**config.mk**
```make
export PLATFORM = sky130hd
export DESIGN_NAME = v_in_position_sampler
export DESIGN_NICKNAME = d
export VERILOG_FILES = /design/src/rtl/v_in_position_sampler_pkg.sv /design/src/rtl/v_in_position_sampler_sat_counter.sv /design/src/rtl/v_in_position_sampler.sv
export SDC_FILE = /design/constraint.sdc
export NUM_CORES = 1
export LEC_CHECK = 0
export CAP_MARGIN = 20
export CORE_MARGIN = 1.5
export CORE_UTILIZATION = 46
export CTS_CLUSTER_SIZE = 14
export DETAILED_ROUTE_END_ITERATION = 16
export PLACE_DENSITY = 0.77
export SETUP_SLACK_MARGIN = 0.02
export SLEW_MARGIN = 30
export SYNTH_ARGS = -nofsm -noshare
export SYNTH_HDL_FRONTEND = slang
export SYNTH_HIERARCHICAL = 1
export SYNTH_SLANG_ARGS = --single-unit
```
**constraint.sdc**
```tcl
create_clock -name clk -period 2.2 [get_ports clk]
set_input_delay 0.22 -clock clk [delete_from_list [all_inputs] [get_ports clk]]
set_output_delay 0.22 -clock clk [all_outputs]
set_load 0.05 [all_outputs]
```
**src/rtl/v_in_position_sampler_pkg.sv**
```systemverilog
// Shared types and constants for the video-in position sampler.
package v_in_pkg;

  typedef enum logic [1:0] {
    IDLE     = 2'd0,
    WAIT_SOF = 2'd1,
    WAIT_POS = 2'd2
  } state_t;

  localparam logic [1:0] ADDR_SNAP   = 2'd0;
  localparam logic [1:0] ADDR_CTRL   = 2'd1;
  localparam logic [1:0] ADDR_STATUS = 2'd2;
  localparam logic [1:0] ADDR_FRAMES = 2'd3;

  localparam int CTRL_EN_BIT      = 0;
  localparam int CTRL_ONESHOT_BIT = 1;
  localparam int CTRL_DECIM_LSB   = 8;

  localparam int SNAP_VALID_BIT   = 31;
  localparam int SNAP_Y_LSB       = 16;
  localparam int STATUS_BUSY_BIT  = 31;

endpackage

```
**src/rtl/v_in_position_sampler_sat_counter.sv**
```systemverilog
// Counter with synchronous clear (priority over increment) and a
// build-time choice between saturating at all-ones or wrapping.
module sat_counter #(
  parameter int W        = 16,
  parameter bit SATURATE = 1'b1
) (
  input  logic         clk,
  input  logic         reset,
  input  logic         inc,
  input  logic         clr,
  output logic [W-1:0] count
);

  localparam logic [W-1:0] ONE = W'(1);

  // Count register: clear beats increment; saturate mode holds at all-ones.
  always_ff @(posedge clk) begin
    if (reset) begin
      count <= '0;
    end else if (clr) begin
      count <= '0;
    end else if (inc) begin
      if (SATURATE && (count == '1)) begin
        count <= count;
      end else begin
        count <= count + ONE;
      end
    end
  end

endmodule

```
**src/rtl/v_in_position_sampler.sv**
```systemverilog
// Frame-synchronised capture of tracker (x, y) for the Nios, behind an
// Avalon-MM slave with snapshot, control, status and frame-count registers.
//
// state    | meaning
// ---------+-----------------------------------------------------------
// IDLE     | capture disabled
// WAIT_SOF | counting down decimated frames until the next start-of-frame
// WAIT_POS | selected frame running, waiting for its first pos_valid
module v_in_position_sampler
  import v_in_pkg::*;
#(
  parameter int POS_W   = 9,
  parameter int DECIM_W = 4,
  parameter int CNT_W   = 16
) (
  input  logic             clk,
  input  logic             reset,
  input  logic [1:0]       address,
  input  logic             read,
  input  logic             write,
  input  logic [31:0]      writedata,
  output logic [31:0]      readdata,
  input  logic [POS_W-1:0] pos_x,
  input  logic [POS_W-1:0] pos_y,
  input  logic             pos_valid,
  input  logic             frame_sync,
  output logic             snap_irq
);

  localparam logic [DECIM_W-1:0] DCNT_ONE = DECIM_W'(1);

  state_t             state, state_next;
  logic [DECIM_W-1:0] dcnt, dcnt_next;

  logic               ctrl_en;
  logic               ctrl_oneshot;
  logic [DECIM_W-1:0] ctrl_decim;

  logic [POS_W-1:0]   snap_x;
  logic [POS_W-1:0]   snap_y;
  logic               snap_valid;

  logic               capture;
  logic               oneshot_done;
  logic               wr_ctrl;
  logic               wr_status;
  logic               rd_snap;
  logic               ovr_inc;
  logic [CNT_W-1:0]   ovr_count;
  logic [CNT_W-1:0]   frame_count;
  logic [31:0]        rd_mux;
  logic               unused_wdata;

  assign wr_ctrl   = write && (address == ADDR_CTRL);
  assign wr_status = write && (address == ADDR_STATUS);
  assign rd_snap   = read  && (address == ADDR_SNAP);

  // A read landing on the same edge as a capture sees the old snapshot,
  // but the new one is still unread, so it is not an overrun.
  assign ovr_inc   = capture && snap_valid && !rd_snap;
  assign snap_irq  = snap_valid;

  assign unused_wdata = ^{writedata[31:CTRL_DECIM_LSB+DECIM_W],
                          writedata[CTRL_DECIM_LSB-1:CTRL_ONESHOT_BIT+1]};

  // State and decimation-counter registers.
  always_ff @(posedge clk) begin
    if (reset) begin
      state <= IDLE;
      dcnt  <= '0;
    end else begin
      state <= state_next;
      dcnt  <= dcnt_next;
    end
  end

  // Next-state logic; a frame_sync in WAIT_POS is evaluated after any
  // same-cycle capture, so decim=0 keeps waiting for the next position.
  always_comb begin
    state_next   = state;
    dcnt_next    = dcnt;
    capture      = 1'b0;
    oneshot_done = 1'b0;
    unique case (state)
      IDLE: begin
        if (ctrl_en) begin
          state_next = WAIT_SOF;
          dcnt_next  = '0;
        end
      end
      WAIT_SOF: begin
        if (frame_sync) begin
          if (dcnt == '0) begin
            state_next = WAIT_POS;
            dcnt_next  = ctrl_decim;
          end else begin
            dcnt_next  = dcnt - DCNT_ONE;
          end
        end
      end
      WAIT_POS: begin
        if (pos_valid) begin
          capture    = 1'b1;
          state_next = WAIT_SOF;
        end
        if (frame_sync) begin
          if (dcnt == '0) begin
            state_next = WAIT_POS;
            dcnt_next  = ctrl_decim;
          end else begin
            state_next = WAIT_SOF;
            dcnt_next  = dcnt - DCNT_ONE;
          end
        end
        if (pos_valid && ctrl_oneshot) begin
          state_next   = IDLE;
          oneshot_done = 1'b1;
        end
      end
      default: state_next = IDLE;
    endcase
    if (wr_ctrl && !writedata[CTRL_EN_BIT]) begin
      state_next = IDLE;
    end
  end

  // CTRL register; a completed one-shot clears the mode so CTRL reads back
  // idle, unless the CPU writes CTRL on that same edge.
  always_ff @(posedge clk) begin
    if (reset) begin
      ctrl_en      <= 1'b0;
      ctrl_oneshot <= 1'b0;
      ctrl_decim   <= '0;
    end else if (wr_ctrl) begin
      ctrl_en      <= writedata[CTRL_EN_BIT];
      ctrl_oneshot <= writedata[CTRL_ONESHOT_BIT];
      ctrl_decim   <= writedata[CTRL_DECIM_LSB +: DECIM_W];
    end else if (oneshot_done) begin
      ctrl_en      <= 1'b0;
      ctrl_oneshot <= 1'b0;
    end
  end

  // Snapshot register; a capture wins over the clear-on-read of valid.
  always_ff @(posedge clk) begin
    if (reset) begin
      snap_x     <= '0;
      snap_y     <= '0;
      snap_valid <= 1'b0;
    end else if (capture) begin
      snap_x     <= pos_x;
      snap_y     <= pos_y;
      snap_valid <= 1'b1;
    end else if (rd_snap) begin
      snap_valid <= 1'b0;
    end
  end

  sat_counter #(.W(CNT_W), .SATURATE(1'b1)) u_ovr_cnt (
    .clk   (clk),
    .reset (reset),
    .inc   (ovr_inc),
    .clr   (wr_status),
    .count (ovr_count)
  );

  sat_counter #(.W(CNT_W), .SATURATE(1'b0)) u_frame_cnt (
    .clk   (clk),
    .reset (reset),
    .inc   (frame_sync),
    .clr   (1'b0),
    .count (frame_count)
  );

  // Read-data mux; unused bits stay zero.
  always_comb begin
    rd_mux = '0;
    case (address)
      ADDR_SNAP: begin
        rd_mux[SNAP_VALID_BIT]         = snap_valid;
        rd_mux[SNAP_Y_LSB +: POS_W]    = snap_y;
        rd_mux[POS_W-1:0]              = snap_x;
      end
      ADDR_CTRL: begin
        rd_mux[CTRL_EN_BIT]                 = ctrl_en;
        rd_mux[CTRL_ONESHOT_BIT]            = ctrl_oneshot;
        rd_mux[CTRL_DECIM_LSB +: DECIM_W]   = ctrl_decim;
      end
      ADDR_STATUS: begin
        rd_mux[STATUS_BUSY_BIT] = (state != IDLE);
        rd_mux[CNT_W-1:0]       = ovr_count;
      end
      ADDR_FRAMES: begin
        rd_mux[CNT_W-1:0] = frame_count;
      end
      default: rd_mux = '0;
    endcase
  end

  // Registered read data, held while read is low.
  always_ff @(posedge clk) begin
    if (reset) begin
      readdata <= '0;
    end else if (read) begin
      readdata <= rd_mux;
    end
  end

endmodule
```
==> results.cfg, run 1 <==
[status]
status = completed

[drt]
drcViolationCount = 0
dr.pass1.iters = 5
routed_wl_um = 10600
via_per_inst = 5.57
detailroute.via_count = 3872
wl_per_cell_um = 15.3
drtIter0Drc = 183
ant_nets = 0

[power_and_ir_drop]
p_int_mw = 2.42
switching_share = 0.290
p_seq_frac = 0.497
power.density_nw_per_um2 = 645
peakVddDrop_mv = 0.441
power_switching_mw = 0.988
pwr-share-comb = 0.157
p_clk_frac = 0.346
p_leak_nw = 1.85

[sta]
hold_viol = 0
fin_skew_ps = 17.6
rsz0062_at_grt = false
slew_viol_final = 0
max-slew-margin-rel = 0.579
fin_hold_ws_ps = 146
fmax_mhz = 490
period_needed_ps = 2040
tightestPinTransition_ps = 623
setup_ws_ps = 160
period_share = 0.927
setup_viol = 0

[yosys]
synth_top_cell_by_area = dfxtp_1
yosysSeqAreaShare = 0.413
syn_inst = 508
synth_edf_count = 0
synth_top_cells_by_area = dfxtp_1, a21oi_1, nand2_1, nor2_1, mux2_1
ys_seq_elements = 89
synth_top_area_frac = 0.413
avgSynthCellArea_um2 = 8.49
syn_area_um2 = 4310
synthArstFlopShare = 0
synthFlopType = dfxtp_1
yosysWarnings = 6
yosysUniqueCellTypes = 62

[global_route]
grtUsageTotal = 0.223
antenna_found_initial = 0
grt_max_degree = 42
grt_pass1_wl_um = 17700
grt_pass1_vias = 3637
gr-total-overflow = 0

[clocking]
htreeDepth = 3
clock_latency_ps = 370
post_cts_buffers = 0
clkTransAtPathRegs_ps = 100
numCtsBuffers = 9
cts_tree = built
clock-sinks = 89
root_buffer = clkbuf_8
cts_buffer_depth = 2

[critical_path]
start_kind = flop
critPathMaxFanout = 6
cp_data_arrival_time_ps = 2330
crit_required_ps = 2490
critPathKind = reg -> reg
reg2reg_depth = 8
cp-end-kind = flop

[place]
portBuffers = 58
dp_hpwl_um = 7790
placed_cells = 679
dpl_worst_slack_ps = -35.9
gp_congestion = 0.850

[final_layout]
final_cell_mix = dfxtp_1, nand2_1, a21oi_1
n_fill_cell = 843
antenna_cells = 0
nets = 645
final_common_cell = dfxtp_1
stdcell_count = 695
drive_gt1_frac = 0.108
area_growth_pct = 22.3

[floorplan]
die_y_um = 99.8
die_w_um = 99.8
start_util = 0.471
io_pins = 91
fp-row-count = 35
die_area_um2 = 9960
core_area_um2 = 9150

[min_path]
hp-class = in -> reg
worstHoldPathCells = 2

[job]
drv_cap = 0
[per-stage QoR]
step	utilization	cell area [µm²]	power, mW	TNS (ps)
6_report	0.576	5280	3.40	0
5_1_grt	0.576	5280	3.55	0
4_1_cts	0.576	5270	3.43	0
3_5_place_dp	0.554	5070	2.26	-54.2
3_3_place_gp	0.554	5070	2.24	0
2_1_floorplan	-	4350	2.09	0
[cells by family after synthesis]
group	after synthesis	synth area share
and+or+nand+nor	218	0.273
AOI/OAI and AO/OA	125	0.176
DFF	89	0.413
buffers and inverters	40	0.0456
muxes	23	0.0601
adders and majority gates	8	0.0232
xor gates and xnor gates	4	0.00813
other	1	0.000870
[power groups by stage]
stage | registers [mW] | logic (mW) | clock network (mW)
after floorplan | 1.77 | 0.321 | 0
after global placement | 1.73 | 0.516 | 0
after detailed placement | 1.73 | 0.532 | 0
after CTS | 1.69 | 0.534 | 1.20
after global routing | 1.70 | 0.583 | 1.27
final | 1.69 | 0.534 | 1.18
[flip-flops by register name, indices dropped and copies added (netlist names), 2 cells and up]
signal / count
readdata: 26
u_frame_cnt/count: 16
u_ovr_cnt/count: 16
snap_x: 9
snap_y: 9
ctrl_decim: 4
dcnt: 4
state: 2
[final timing paths]
path	start	endpoint	slack, ps
setup / recovery	state[0]$_SDFFE_PP0P_	u_ovr_cnt/count[7]$_SDFFE_PP0P_	160
hold / removal	reset	readdata[8]$_SDFFE_PP0P_	150
setup reg to reg	state[0]$_SDFFE_PP0P_	u_ovr_cnt/count[7]$_SDFFE_PP0P_	160
hold reg to reg	snap_y[5]$_SDFFE_PP0P_	snap_y[5]$_SDFFE_PP0P_	460
[final cells by class]
cell class,count,area [µm²],area share
well taps,111,139,0.0263
clock inverters,6,73.8,0.0140
inverters,9,33.8,0.00640
multi-input cells,390,2380,0.451
repair buffers,80,741,0.140
flip-flops and latches,89,1780,0.338
clock buffers,10,128,0.0242
[per-layer routing]
| layer | wire length, µm | track usage | up-vias |
|---|---|---|---|
| met5 | 0 | 0 | - |
| met4 | 158 | 0.0813 | 0 |
| met2 | 5180 | 0.370 | 88 |
| li1 | - | - | 1946 |
| met1 | 4830 | 0.287 | 1826 |
| met3 | 437 | 0.0460 | 12 |
[synth_stat cells (3+ instances only)]
cell,number
buf_2,8
nor2_1,42
a211oi_1,10
nor4_2,5
nor3_1,3
o21ai_1,4
dfxtp_1,89
a31oi_1,6
a21oi_1,58
nor2b_1,13
ha_1,8
or4_1,7
clkbuf_1,15
nand2_1,68
nand2b_1,9
and3_1,3
mux2i_1,9
o31ai_1,6
and2_1,3
mux2_1,13
or2_2,3
o21ai_0,15
and4_1,9
buf_4,7
a22oi_1,10
inv_1,7
or3_1,11
xor2_1,3
nand3_1,18
nand4_1,9
[critical path, stage by stage, from the launching register on]
cell	delay, ps
dfxtp_1	370
inv_1	100
ha_2	220
nand2_1	100
nor2_1	170
and4_2	300
nand3_1	120
or4_1	420
a21oi_1	150
[what timing repair did]
item | 4_1_cts | 5_1_grt
endpoints found under the setup margin | 0 | 2
hold buffers | 0 | 0
gates resized for setup | 0 | 2
Note: power is estimated with default switching activity, not from simulation.
==> inputs of run 2 (changes only) <==
--- a/config.mk
+++ b/config.mk
@@ -6,8 +6,10 @@
 export NUM_CORES = 1
 export LEC_CHECK = 0
 export CAP_MARGIN = 20
+export CELL_PAD_IN_SITES_DETAIL_PLACEMENT = 0
+export CELL_PAD_IN_SITES_GLOBAL_PLACEMENT = 1
 export CORE_MARGIN = 1.5
-export CORE_UTILIZATION = 46
+export CORE_UTILIZATION = 34
 export CTS_CLUSTER_SIZE = 14
 export DETAILED_ROUTE_END_ITERATION = 16
 export PLACE_DENSITY = 0.77
@@ -17,3 +19,4 @@
 export SYNTH_HDL_FRONTEND = slang
 export SYNTH_HIERARCHICAL = 1
 export SYNTH_SLANG_ARGS = --single-unit
+export TNS_END_PERCENT = 50
==> run 2 against run 1 <==
  * Register-to-register slack about the same
  * Via count is essentially flat
  * Sequential power is essentially flat
  * Fmax increased by 0.27%
  * First-iteration DRC count is 8.7% higher
  * Total power rose by 7.7%
  * Sequential share of layout area decreased by 0.97 points
  * Clock power up 21%
  * Wire length grew 3.1%
  * Clock skew decreased by 8.4 ps
  * Non-clock buffer count is 1 lower
==> results.cfg, run 2 (synthesis gave the netlist of run 1 again) <==
[status]
status = completed

[global_route]
grtUsageTotal = 0.168
grt_pass1_vias = 3570
grt_pass1_wl_um = 17600
antenna_found_initial = 0
grt_max_degree = 42
gr-total-overflow = 0

[sta]
period_needed_ps = 2030
fin_skew_ps = 9.19
hold_viol = 0
fmax_mhz = 492
max-slew-margin-rel = 0.602
setup_ws_ps = 166
period_share = 0.925
rsz0062_at_grt = false
setup_viol = 0
tightestPinTransition_ps = 590
slew_viol_final = 0

[drt]
drcViolationCount = 0
routed_wl_um = 10900
detailroute.via_count = 3870
dr.pass1.iters = 5
wl_per_cell_um = 14.6
ant_nets = 0
via_per_inst = 5.15
drtIter0Drc = 199

[critical_path]
critPathKind = reg -> reg
rr_startpoint = state[0]$_SDFFE_PP0P_
cp-end-kind = flop
cp_data_arrival_time_ps = 2240
crit_required_ps = 2400
startpoint = state[0]$_SDFFE_PP0P_
start_kind = flop
critPathMaxFanout = 6

[final_layout]
final_common_cell = dfxtp_1
top_register = readdata
multi_input_area_um2 = 2390
n_fill_cell = 1229
utilization = 0.445
largest_reg_flops = 26
seq_area_um2 = 1780
antenna_cells = 0
final_cell_mix = dfxtp_1, nand2_1, a21oi_1
drive_gt1_frac = 0.110
area_growth_pct = 26.0
stdcell_count = 751
nets = 644
reg_top3 = readdata x26, u_frame_cnt/count x16, u_ovr_cnt/count x16

[floorplan]
core_area_um2 = 12200
die_y_um = 116
io_pins = 91
die_area_um2 = 13400
start_util = 0.353
die_w_um = 116
fp-row-count = 40

[place]
portBuffers = 58
dpl_worst_slack_ps = -64.2
gp_congestion = 0.915
dp_hpwl_um = 7880
placed_cells = 735

[power_and_ir_drop]
power_switching_mw = 1.02
pwr-share-comb = 0.147
p_leak_nw = 1.87
switching_share = 0.278
power.density_nw_per_um2 = 675
p_int_mw = 2.65
p_seq_frac = 0.463
power_mw = 3.67
p_clk_frac = 0.390
peakVddDrop_mv = 0.364

[clocking]
numCtsBuffers = 9
clock-sinks = 89
clock_latency_ps = 340
root_buffer = clkbuf_16
cts_buffer_depth = 2
htreeDepth = 3
clkTransAtPathRegs_ps = 70
cts_tree = built
ctsHoldBuffers = 0

[job]
drv_cap = 0

[min_path]
hp-class = in -> reg
min_from = reset
[run 2: layout make-up]
cell class	instances	share of cell area
tap	168	0.0387
sequential	89	0.328
inverter	9	0.00622
clock inverter	7	0.0101
multi-input combinational	390	0.440
timing repair buffer	79	0.135
clock buffer	9	0.0415
[run 2: path summary, 6_finish.rpt]
check	cells after the start	slack (ps)	endpoint
setup / recovery	9	170	u_ovr_cnt/count[10]$_SDFFE_PP0P_
setup reg to reg	9	170	u_ovr_cnt/count[10]$_SDFFE_PP0P_
hold / removal	2	250	readdata[8]$_SDFFE_PP0P_
hold reg to reg	2	450	snap_x[6]$_SDFFE_PP0P_
[run 2: critical path: stages, from the launching register on]
cell,delay [ps]
dfxtp_1,370
inv_1,140
ha_4,170
nand2_1,100
nor2_2,150
buf_4,130
and4_1,230
nand2_1,100
o311ai_0,350
o41ai_1,140
[run 2: metrics by stage]
stage               instance area (µm²)  TNS, ps  hold WS (ps)
floorplan                          4350        0           356
global placement                   5130    -1.55           444
detailed placement                 5130     -137           449
CTS                                5410        0           240
global route                       5430        0           276
finish                             5430        0           250
[run 2: routing by layer]
layer	GRT usage	wire length (µm)	vias to the layer above
met4	0.0675	162	0
met5	0	0	-
met1	0.222	5240	1808
li1	-	-	1958
met3	0.0329	525	10
met2	0.272	5010	94
[run 2: power groups by stage]
stage | sequential (mW) | clock (mW) | combinational, mW
final | 1.70 | 1.43 | 0.538
after global routing | 1.70 | 1.55 | 0.593
after CTS | 1.70 | 1.48 | 0.538
after detailed placement | 1.73 | 0 | 0.535
after global placement | 1.73 | 0 | 0.525
after floorplan | 1.77 | 0 | 0.321
[run 2: repair_timing]
item                       CTS  global route
gates resized for setup      0             5
setup endpoints to repair    0             5
setup buffers                0             0
